--- config.mk ---
export PLATFORM = sky130hd
export DESIGN_NAME = fetch_stage
export DESIGN_NICKNAME = d
export VERILOG_FILES = /design/src/rtl/riscv_pkg.sv /design/src/rtl/pipe_reg_if_id.sv /design/src/rtl/fetch_stage.sv
export SDC_FILE = /design/constraint.sdc
export NUM_CORES = 1
export LEC_CHECK = 0
export ABC_AREA = 1
export CAP_MARGIN = 20
export CORE_ASPECT_RATIO = 1.2
export CORE_MARGIN = 2
export CORE_UTILIZATION = 40
export CTS_CLUSTER_SIZE = 14
export DETAILED_ROUTE_END_ITERATION = 8
export MAX_ROUTING_LAYER = met4
export PLACE_DENSITY = 0.88
export SYNTH_ARGS = -nofsm -noshare
export SYNTH_HDL_FRONTEND = slang
export SYNTH_SLANG_ARGS = --single-unit
--- constraint.sdc ---
create_clock -name clk_i -period 4.5 [get_ports clk_i]
set_clock_uncertainty 0.05 [all_clocks]
set_input_delay 1.125 -clock clk_i [delete_from_list [all_inputs] [get_ports clk_i]]
set_output_delay 1.125 -clock clk_i [all_outputs]
set_load 0.05 [all_outputs]
--- src/rtl/riscv_pkg.sv ---
// Shared RV32 definitions for the front end of the pipeline.
// Contents:
//   XLEN       - datapath / PC width
//   NOP_INSTR  - bubble instruction (addi x0,x0,0)
//   OP_*       - major opcode constants seen by decode
//   if_id_t    - payload carried by the IF/ID pipeline register
package riscv_pkg;

  localparam int XLEN = 32;

  localparam logic [31:0] NOP_INSTR = 32'h0000_0013;

  localparam logic [6:0] OP_R      = 7'b0110011;
  localparam logic [6:0] OP_I      = 7'b0010011;
  localparam logic [6:0] OP_LOAD   = 7'b0000011;
  localparam logic [6:0] OP_STORE  = 7'b0100011;
  localparam logic [6:0] OP_BRANCH = 7'b1100011;
  localparam logic [6:0] OP_JAL    = 7'b1101111;
  localparam logic [6:0] OP_JALR   = 7'b1100111;
  localparam logic [6:0] OP_LUI    = 7'b0110111;

  typedef struct packed {
    logic [31:0]     instr;
    logic [XLEN-1:0] pc;
    logic [XLEN-1:0] pc_plus4;
    logic            valid;
  } if_id_t;

endpackage

--- src/rtl/pipe_reg_if_id.sv ---
// IF/ID pipeline register.
// Ports:
//   clk   - clock, rising edge
//   rst   - asynchronous active-high reset; loads a bubble with pc=0, pc_plus4=4
//   en    - load d when high, hold when low
//   flush - load a bubble (instr=NOP, valid=0) while keeping pc/pc_plus4 from d;
//           takes priority over en
//   d     - incoming payload
//   q     - registered payload
module pipe_reg_if_id
  import riscv_pkg::*;
#(
  parameter logic [31:0] BUBBLE = riscv_pkg::NOP_INSTR
) (
  input  logic   clk,
  input  logic   rst,
  input  logic   en,
  input  logic   flush,
  input  if_id_t d,
  output if_id_t q
);

  always_ff @(posedge clk or posedge rst) begin
    if (rst) begin
      q.instr    <= BUBBLE;
      q.pc       <= '0;
      q.pc_plus4 <= XLEN'(4);
      q.valid    <= 1'b0;
    end else if (flush) begin
      // pc fields of a bubble are never consumed but are kept defined.
      q.instr    <= BUBBLE;
      q.pc       <= d.pc;
      q.pc_plus4 <= d.pc_plus4;
      q.valid    <= 1'b0;
    end else if (en) begin
      q <= d;
    end
  end

endmodule

--- src/rtl/fetch_stage.sv ---
// Instruction fetch stage with the IF/ID register.
// Ports:
//   clk_i, rst_i              - clock and asynchronous active-high reset
//   stall_f_i                 - hold PC_F
//   stall_d_i                 - hold IF/ID
//   flush_d_i                 - turn IF/ID into a bubble
//   pc_src_i, pc_target_i     - redirect from EX (branch taken / JAL / JALR)
//   imem_addr_o, imem_rdata_i - combinational instruction memory port
//   instr_d_o, pc_d_o, pc_plus4_d_o, valid_d_o - IF/ID contents
//   op/funct3/funct7/rs1/rs2/rd_d_o            - field slices of instr_d_o
//   misaligned_o              - sticky: some redirect target had [1:0] != 0
//
// Control priority: a redirect beats both stalls (PC takes the target, IF/ID
// becomes a bubble); flush beats stall_d_i; otherwise stalls hold their
// register and everything else advances by one instruction per cycle.
module fetch_stage #(
  parameter int             XLEN      = riscv_pkg::XLEN,
  parameter logic [XLEN-1:0] RESET_PC = '0,
  parameter logic [31:0]     NOP_INSTR = riscv_pkg::NOP_INSTR
) (
  input  logic            clk_i,
  input  logic            rst_i,
  input  logic            stall_f_i,
  input  logic            stall_d_i,
  input  logic            flush_d_i,
  input  logic            pc_src_i,
  input  logic [XLEN-1:0] pc_target_i,
  output logic [XLEN-1:0] imem_addr_o,
  input  logic [31:0]     imem_rdata_i,
  output logic [31:0]     instr_d_o,
  output logic [XLEN-1:0] pc_d_o,
  output logic [XLEN-1:0] pc_plus4_d_o,
  output logic            valid_d_o,
  output logic [6:0]      op_d_o,
  output logic [2:0]      funct3_d_o,
  output logic            funct7_d_o,
  output logic [4:0]      rs1_d_o,
  output logic [4:0]      rs2_d_o,
  output logic [4:0]      rd_d_o,
  output logic            misaligned_o
);

  import riscv_pkg::*;

  logic [XLEN-1:0] pc_f;
  logic [XLEN-1:0] pc_f_plus4;
  logic [XLEN-1:0] pc_next;
  logic [XLEN-1:0] target_aligned;
  logic            target_misaligned;
  if_id_t          if_id_d;
  if_id_t          if_id_q;

  assign pc_f_plus4        = pc_f + XLEN'(4);
  assign target_aligned    = {pc_target_i[XLEN-1:2], 2'b00};
  assign target_misaligned = |pc_target_i[1:0];

  always_comb begin
    pc_next = pc_f_plus4;
    if (pc_src_i)       pc_next = target_aligned;
    else if (stall_f_i) pc_next = pc_f;
  end

  always_ff @(posedge clk_i or posedge rst_i) begin
    if (rst_i) pc_f <= RESET_PC;
    else       pc_f <= pc_next;
  end

  // Sticky until reset; the PC still goes to the aligned target.
  always_ff @(posedge clk_i or posedge rst_i) begin
    if (rst_i)                               misaligned_o <= 1'b0;
    else if (pc_src_i && target_misaligned)  misaligned_o <= 1'b1;
  end

  assign imem_addr_o = pc_f;

  always_comb begin
    if_id_d.instr    = imem_rdata_i;
    if_id_d.pc       = pc_f;
    if_id_d.pc_plus4 = pc_f_plus4;
    if_id_d.valid    = 1'b1;
  end

  // A redirect kills the instruction fetched down the wrong path.
  pipe_reg_if_id #(
    .BUBBLE (NOP_INSTR)
  ) u_if_id (
    .clk   (clk_i),
    .rst   (rst_i),
    .en    (~stall_d_i),
    .flush (flush_d_i | pc_src_i),
    .d     (if_id_d),
    .q     (if_id_q)
  );

  assign instr_d_o    = if_id_q.instr;
  assign pc_d_o       = if_id_q.pc;
  assign pc_plus4_d_o = if_id_q.pc_plus4;
  assign valid_d_o    = if_id_q.valid;

  assign op_d_o     = instr_d_o[6:0];
  assign funct3_d_o = instr_d_o[14:12];
  assign funct7_d_o = instr_d_o[30];
  assign rs1_d_o    = instr_d_o[19:15];
  assign rs2_d_o    = instr_d_o[24:20];
  assign rd_d_o     = instr_d_o[11:7];

endmodule

==> results of run 1 <==
## how the worst max path moves through the flow
stage	to	slack, ps	cells past startpoint
CTS	imem_addr_o[11]	1470	1
floorplan	imem_addr_o[10]$_DFFE_PP0N_	30	1
global placement	imem_addr_o[16]$_DFFE_PP0N_	1470	5
detailed placement	imem_addr_o[29]$_DFFE_PP0N_	1410	5
global route	imem_addr_o[11]	1430	1
finish	imem_addr_o[11]	1520	1
## power by group through the flow
stage / Clock (uW) / Sequential (uW) / Combinational (uW)
2_1_floorplan: 0 / 1690 / 256
4_1_cts: 1560 / 1320 / 979
3_5_place_dp: 0 / 1340 / 973
5_1_grt: 1600 / 1340 / 1030
3_3_place_gp: 0 / 1340 / 963
6_report: 1540 / 1320 / 975
## final cells by class
type | instances | area (um^2) | share of cell area
repair buffers | 226 | 2260 | 0.256
clock buffers | 19 | 453 | 0.0515
flip-flops and latches | 124 | 3110 | 0.353
inverters | 63 | 239 | 0.0272
clock inverters | 13 | 214 | 0.0243
multi-input cells | 463 | 2270 | 0.258
well taps | 204 | 255 | 0.0290
## cells in the mapped netlist, types with 10 or more instances
library cell	count	share of area
o21ai_0	39	0.033
buf_2	21	0.018
a22o_1	29	0.042
nand2_2	10	0.010
nand2_1	272	0.17
o21ai_1	14	0.012
xor2_1	11	0.016
inv_1	60	0.038
nand3_1	16	0.013
buf_4	36	0.045
nor2_4	12	0.023
dfrtp_1	120	0.50
nor2_1	27	0.017
## cells by family after synthesis
kind of cell	count (synthesis)
buffers and inverters	125
other	1
adder cells (fa/ha/maj)	1
XOR/XNOR	15
flip-flops	124
AND/OR/NAND/NOR	347
AO/OA/AOI/OAI	94
## flip-flops by register name, summed over array words and instances (netlist names)
register / cells
u_if_id.q: 93
misaligned_o: 1
imem_addr_o: 30
## layer usage
layer  global-route usage  part of all wire
met1                0.285              0.40
met3               0.0513             0.064
met2                0.381              0.50
met5                    -                 0
met4               0.0946             0.033
## placed cells by master, fill, tap and decap left out, types with 5 or more instances in the layout
master and instances:
nand2_1 272, clkdlybuf4s50_1 219, dfrtp_1 120, inv_1 59, o21ai_0 39, a22o_1 29, nor2_1 25, clkbuf_16 17
nand3_1 16, o21ai_1 14, nor2_4 12, xor2_1 11, nand2_2 10, nor2_2 8, o211ai_1 7, conb_1 6
buf_4 6, bufinv_16 5
## per-stage QoR
stage                     hold slack [ps]  setup WS (ps)  std cells
after global routing                  453           1430       1112
after detailed placement              420           1410       1080
after floorplan                       548           32.4        712
after CTS                             438           1470       1112
final                                 431           1520       1112
after global placement                413           1470       1080
==> flow_summary.ini, run 1 <==
[drt]
wl_um = 18000
detailroute.via_count = 5463
drt.antenna.violating_nets = 0
drc = 0
drt_first_pass_iters = 6
wl_per_cell_um = 16.1
route.detailed.vias_per_inst = 4.91
first_iter_violations = 379

[logic_synthesis]
synthesis.area_um2 = 5990
number_of_flops_mapped_to_enable_cells_by_yosys = 0
synth_sequential_area_ratio = 0.519
synthesis.yosys.warnings = 0
synth.distinct_cells = 26
postSynthAreaPerCell_um2 = 8.47
post_synthesis_xor_xnor_area_fraction = 0.0257
synth.area.mux_share = 0
async_flop_share = 1.00
synth_seq_cells = 124
synth_ff_type = dfrtp_1
synth-simple-area-share = 0.245
netlist_instances = 707
dominant_combinational_cell_family_by_area_after_synthesis = simple AND/OR/NAND/NOR gates
synth-adder-area-share = 0.00209
synth_compound_area_frac = 0.102

[critical_path]
reg2reg_slack_ps = 2650
worstSetupEndpointType = output pin
critical_path.max_stage_delay_ps = 880
critical_path.startpoint_type = register
crit-reg2reg-capture = u_if_id.q[23]$_DFFE_PP0P_
worstSetupStartpoint = imem_addr_o[11]$_DFFE_PP0N_
critical_path_required_ps = 3320
critPathBufInv = 1
worst_ep_arrival_time_ps = 1810
cpMaxStageDelayCell = clkdlybuf4s50_1
crit-reg2reg-launch = imem_addr_o[3]$_DFFE_PP0N_
worst_reg_to_reg_cells = 10
worst-path-max-fanout = 5
path_cells = clkdlybuf4s50_1
cpLargestDelayFamily = buffers and inverters
critPathKind = reg2out

[timing]
final_hold_viol_count = 0
max_slew.worst_pin.slew_ps = 1010
slew_headroom = 0.324
rsz_0062_raised_after_global_routing = false
report.final.slew_viol_count = 0
finalCriticalPeriod_ps = 2980
final.period_utilization = 0.662
fmaxAchievable_mhz = 335
setup-tns-final_ps = 0
finalSetupViolCount = 0

[grt]
grt-ovfl-total = 0
antenna_found_initial = 0
number_of_global_route_vias_before_repair = 5462
grt_start_max_net_pins = 87
groute.usage.overall = 0.235
grt_first_pass_wirelength_um = 28500

[pwr]
p_comb_frac = 0.254
ir_drop_uv = 241
power.share.sequential = 0.344
netSwitchingPower_uw = 1280
finalPower_uw = 3840
power_per_cell_area_nw_per_um2 = 436
power_leakage_uw = 0.00401
share_clk_of_total_power = 0.402
switching_share = 0.334
cell_internal_pwr_uw = 2560

[cts]
number_of_buffers_created_by_cts = 17
cts_tree = yes
cts-resized-gates = 0
cts.path.max_buffers = 2
cts_hold_buffers = 0
post-cts-setup-buffers = 0
h_tree_depth = 4
cts_root_buffer = clkbuf_16
clock_slew_at_the_register_clock_pins_of_the_worst_setup_and_hold_paths_ps = 60
clock_sinks = 124
clock_insertion_delay_worst_skew_ps = 410

[run_status]
outcome = complete, no violations

[floorplan]
rows = 49
pin_count = 226
die_boundary_width_um = 116
die_area_um2 = 16000
floorplan.initialDensity = 0.404
die_h_um = 138
core_um2 = 14800

[flow_run]
max-cap-violations = 0

[worst_hold_path]
worst_hold_startpoint = u_if_id.q[12]$_DFFE_PP0P_
min_path_type = reg2reg
hold_path_depth = 2
timing.hold.worst_endpoint = u_if_id.q[12]$_DFFE_PP0P_

[place]
place.detailed.hpwl_um = 12900
port_buffers = 219
gpl.final_weighted_congestion = 0.883
postPlaceCellArea_um2 = 8130

[finish]
design_area_um2 = 8800
areaGrowthSynthToFinish_pct = 46.9
final_layout_size_suffix_gt1_frac = 0.0892
postLayoutCoreUtil = 0.593
fillerInstances = 1250
nNetsFinal = 966
diodes = 0
Note: power is estimated with default switching activity, not from simulation.
==> inputs of run 2 (changes only) <==
--- a/config.mk
+++ b/config.mk
@@ -9,11 +9,11 @@
 export CAP_MARGIN = 20
 export CORE_ASPECT_RATIO = 1.2
 export CORE_MARGIN = 2
-export CORE_UTILIZATION = 40
+export CORE_UTILIZATION = 45
 export CTS_CLUSTER_SIZE = 14
 export DETAILED_ROUTE_END_ITERATION = 8
 export MAX_ROUTING_LAYER = met4
-export PLACE_DENSITY = 0.88
+export PLACE_DENSITY = 0.92
 export SYNTH_ARGS = -nofsm -noshare
 export SYNTH_HDL_FRONTEND = slang
 export SYNTH_SLANG_ARGS = --single-unit
==> constraint.sdc (replaced) <==
create_clock -name clk_i -period 3 [get_ports clk_i]
set_clock_uncertainty 0.05 [all_clocks]
set_input_delay 0.75 -clock clk_i [delete_from_list [all_inputs] [get_ports clk_i]]
set_output_delay 0.75 -clock clk_i [all_outputs]
set_load 0.05 [all_outputs]
==> flow_summary.ini, run 2 (synthesized netlist as in run 1, its figures left out) <==
[finish]
seqCellArea_um2 = 3110
fillerInstances = 993
commonest_non_fill_non_tap_cells_in_the_layout = nand2_1, clkdlybuf4s50_1, dfrtp_1, inv_1, o21ai_0
multi_input_comb_area_um2 = 2270
final_layout_size_suffix_gt1_frac = 0.0892
design_area_um2 = 8750
nNetsFinal = 966
diodes = 0
areaGrowthSynthToFinish_pct = 46.0
layout_commonest_cell = nand2_1
registers.top_by_ff_count = u_if_id.q
largest_register_ff_count = 93

[timing]
report.final.slew_viol_count = 0
rsz_0062_raised_after_global_routing = false
fmaxAchievable_mhz = 383
slew_headroom = 0.561
setup-tns-final_ps = 0
final_hold_viol_count = 0
worst_hold_slack_ps = 433
final.period_utilization = 0.871
finalCriticalPeriod_ps = 2610
max_slew.worst_pin.slew_ps = 659
finalSetupViolCount = 0

[drt]
wl_um = 17400
wl_per_cell_um = 16.2
drt_first_pass_iters = 5
route.detailed.vias_per_inst = 5.09
detailroute.via_count = 5479
first_iter_violations = 342
drc = 0
drt.antenna.violating_nets = 0

[cts]
clock_sinks = 124
clock_slew_at_the_register_clock_pins_of_the_worst_setup_and_hold_paths_ps = 60
h_tree_depth = 4
cts.path.max_buffers = 2
cts-resized-gates = 0
clock_insertion_delay_worst_skew_ps = 410
number_of_buffers_created_by_cts = 17
cts_root_buffer = clkbuf_16
cts_hold_buffers = 0
cts_tree = yes
post-cts-setup-buffers = 0

[grt]
groute.usage.overall = 0.250
grt_start_max_net_pins = 125
antenna_found_initial = 0
number_of_global_route_vias_before_repair = 5198
grt-ovfl-total = 0
grt_first_pass_wirelength_um = 26400

[critical_path]
worst_ep_arrival_time_ps = 1810
crit-reg2reg-launch = imem_addr_o[3]$_DFFE_PP0N_
reg2reg_slack_ps = 1170
crit-reg2reg-capture = imem_addr_o[24]$_DFFE_PP0N_
critPathKind = reg2out
cpLargestDelayFamily = buffers and inverters
critPathBufInv = 1
worst-path-max-fanout = 8
path_cells = clkdlybuf4s50_1
worstSetupEndpointType = output pin
critical_path.startpoint_type = register
critical_path_required_ps = 2200
cpMaxStageDelayCell = clkdlybuf4s50_1
critical_path.max_stage_delay_ps = 880
worst_reg_to_reg_cells = 10

[place]
gpl.final_weighted_congestion = 0.858
port_buffers = 219
postPlaceCellArea_um2 = 8130
place.detailed.hpwl_um = 12300

[floorplan]
rows = 46
core_um2 = 13100
pin_count = 226
floorplan.initialDensity = 0.456
die_area_um2 = 14300
die_h_um = 130
die_boundary_width_um = 109

[worst_hold_path]
worst_hold_startpoint = u_if_id.q[4]$_DFFE_PP0P_
min_path_type = reg2reg
hold_path_depth = 2
timing.hold.worst_endpoint = u_if_id.q[4]$_DFFE_PP0P_

[flow_run]
max-cap-violations = 0

[run_status]
outcome = complete, no violations

[pwr]
ir_drop_uv = 362
power_leakage_uw = 0.00399
finalPower_uw = 5570
power_per_cell_area_nw_per_um2 = 637
[run 2: worst max-delay path by stage]
stage | startpoint | end | slack, ps | depth (start not counted)
after global routing | imem_addr_o[11]$_DFFE_PP0N_ | imem_addr_o[11] | 340 | 1
after global placement | pc_src_i | u_if_id.q[69]$_DFFE_PP1P_ | 540 | 6
after detailed placement | pc_src_i | u_if_id.q[66]$_DFFE_PP1P_ | 440 | 6
after CTS | imem_addr_o[11]$_DFFE_PP0N_ | imem_addr_o[11] | 370 | 1
final | imem_addr_o[4]$_DFFE_PP0N_ | imem_addr_o[4] | 390 | 1
after floorplan | rst_i | imem_addr_o[10]$_DFFE_PP0N_ | 680 | 1
[run 2: stage by stage]
stage	cells	util	worst slack, ps
after CTS	1076	0.667	369
after detailed placement	1044	0.619	436
final	1076	0.667	386
after global placement	1044	0.619	539
after floorplan	712	-	678
after global routing	1076	0.667	342
[run 2: layout make-up]
class	count	share of cell area
multi-input combinational	463	0.260
timing repair buffer	226	0.262
tap	168	0.0240
clock inverter	13	0.0190
inverter	63	0.0275
clock buffer	19	0.0518
sequential	124	0.355
[run 2: routing by layer]
| layer | share of wire | global-route usage | up-vias |
|---|---|---|---|
| met5 | 0 | - | - |
| met4 | 0.029 | 0.0834 | 0 |
| met3 | 0.083 | 0.0580 | 41 |
| met2 | 0.51 | 0.424 | 289 |
| met1 | 0.38 | 0.294 | 2604 |
| li1 | - | - | 2545 |
[run 2: power by group]
part / internal (uW) / leakage [uW] / switching [uW]
clock network: 1350 / 0.000296 / 770
logic: 478 / 0.00215 / 989
registers: 1830 / 0.00155 / 147
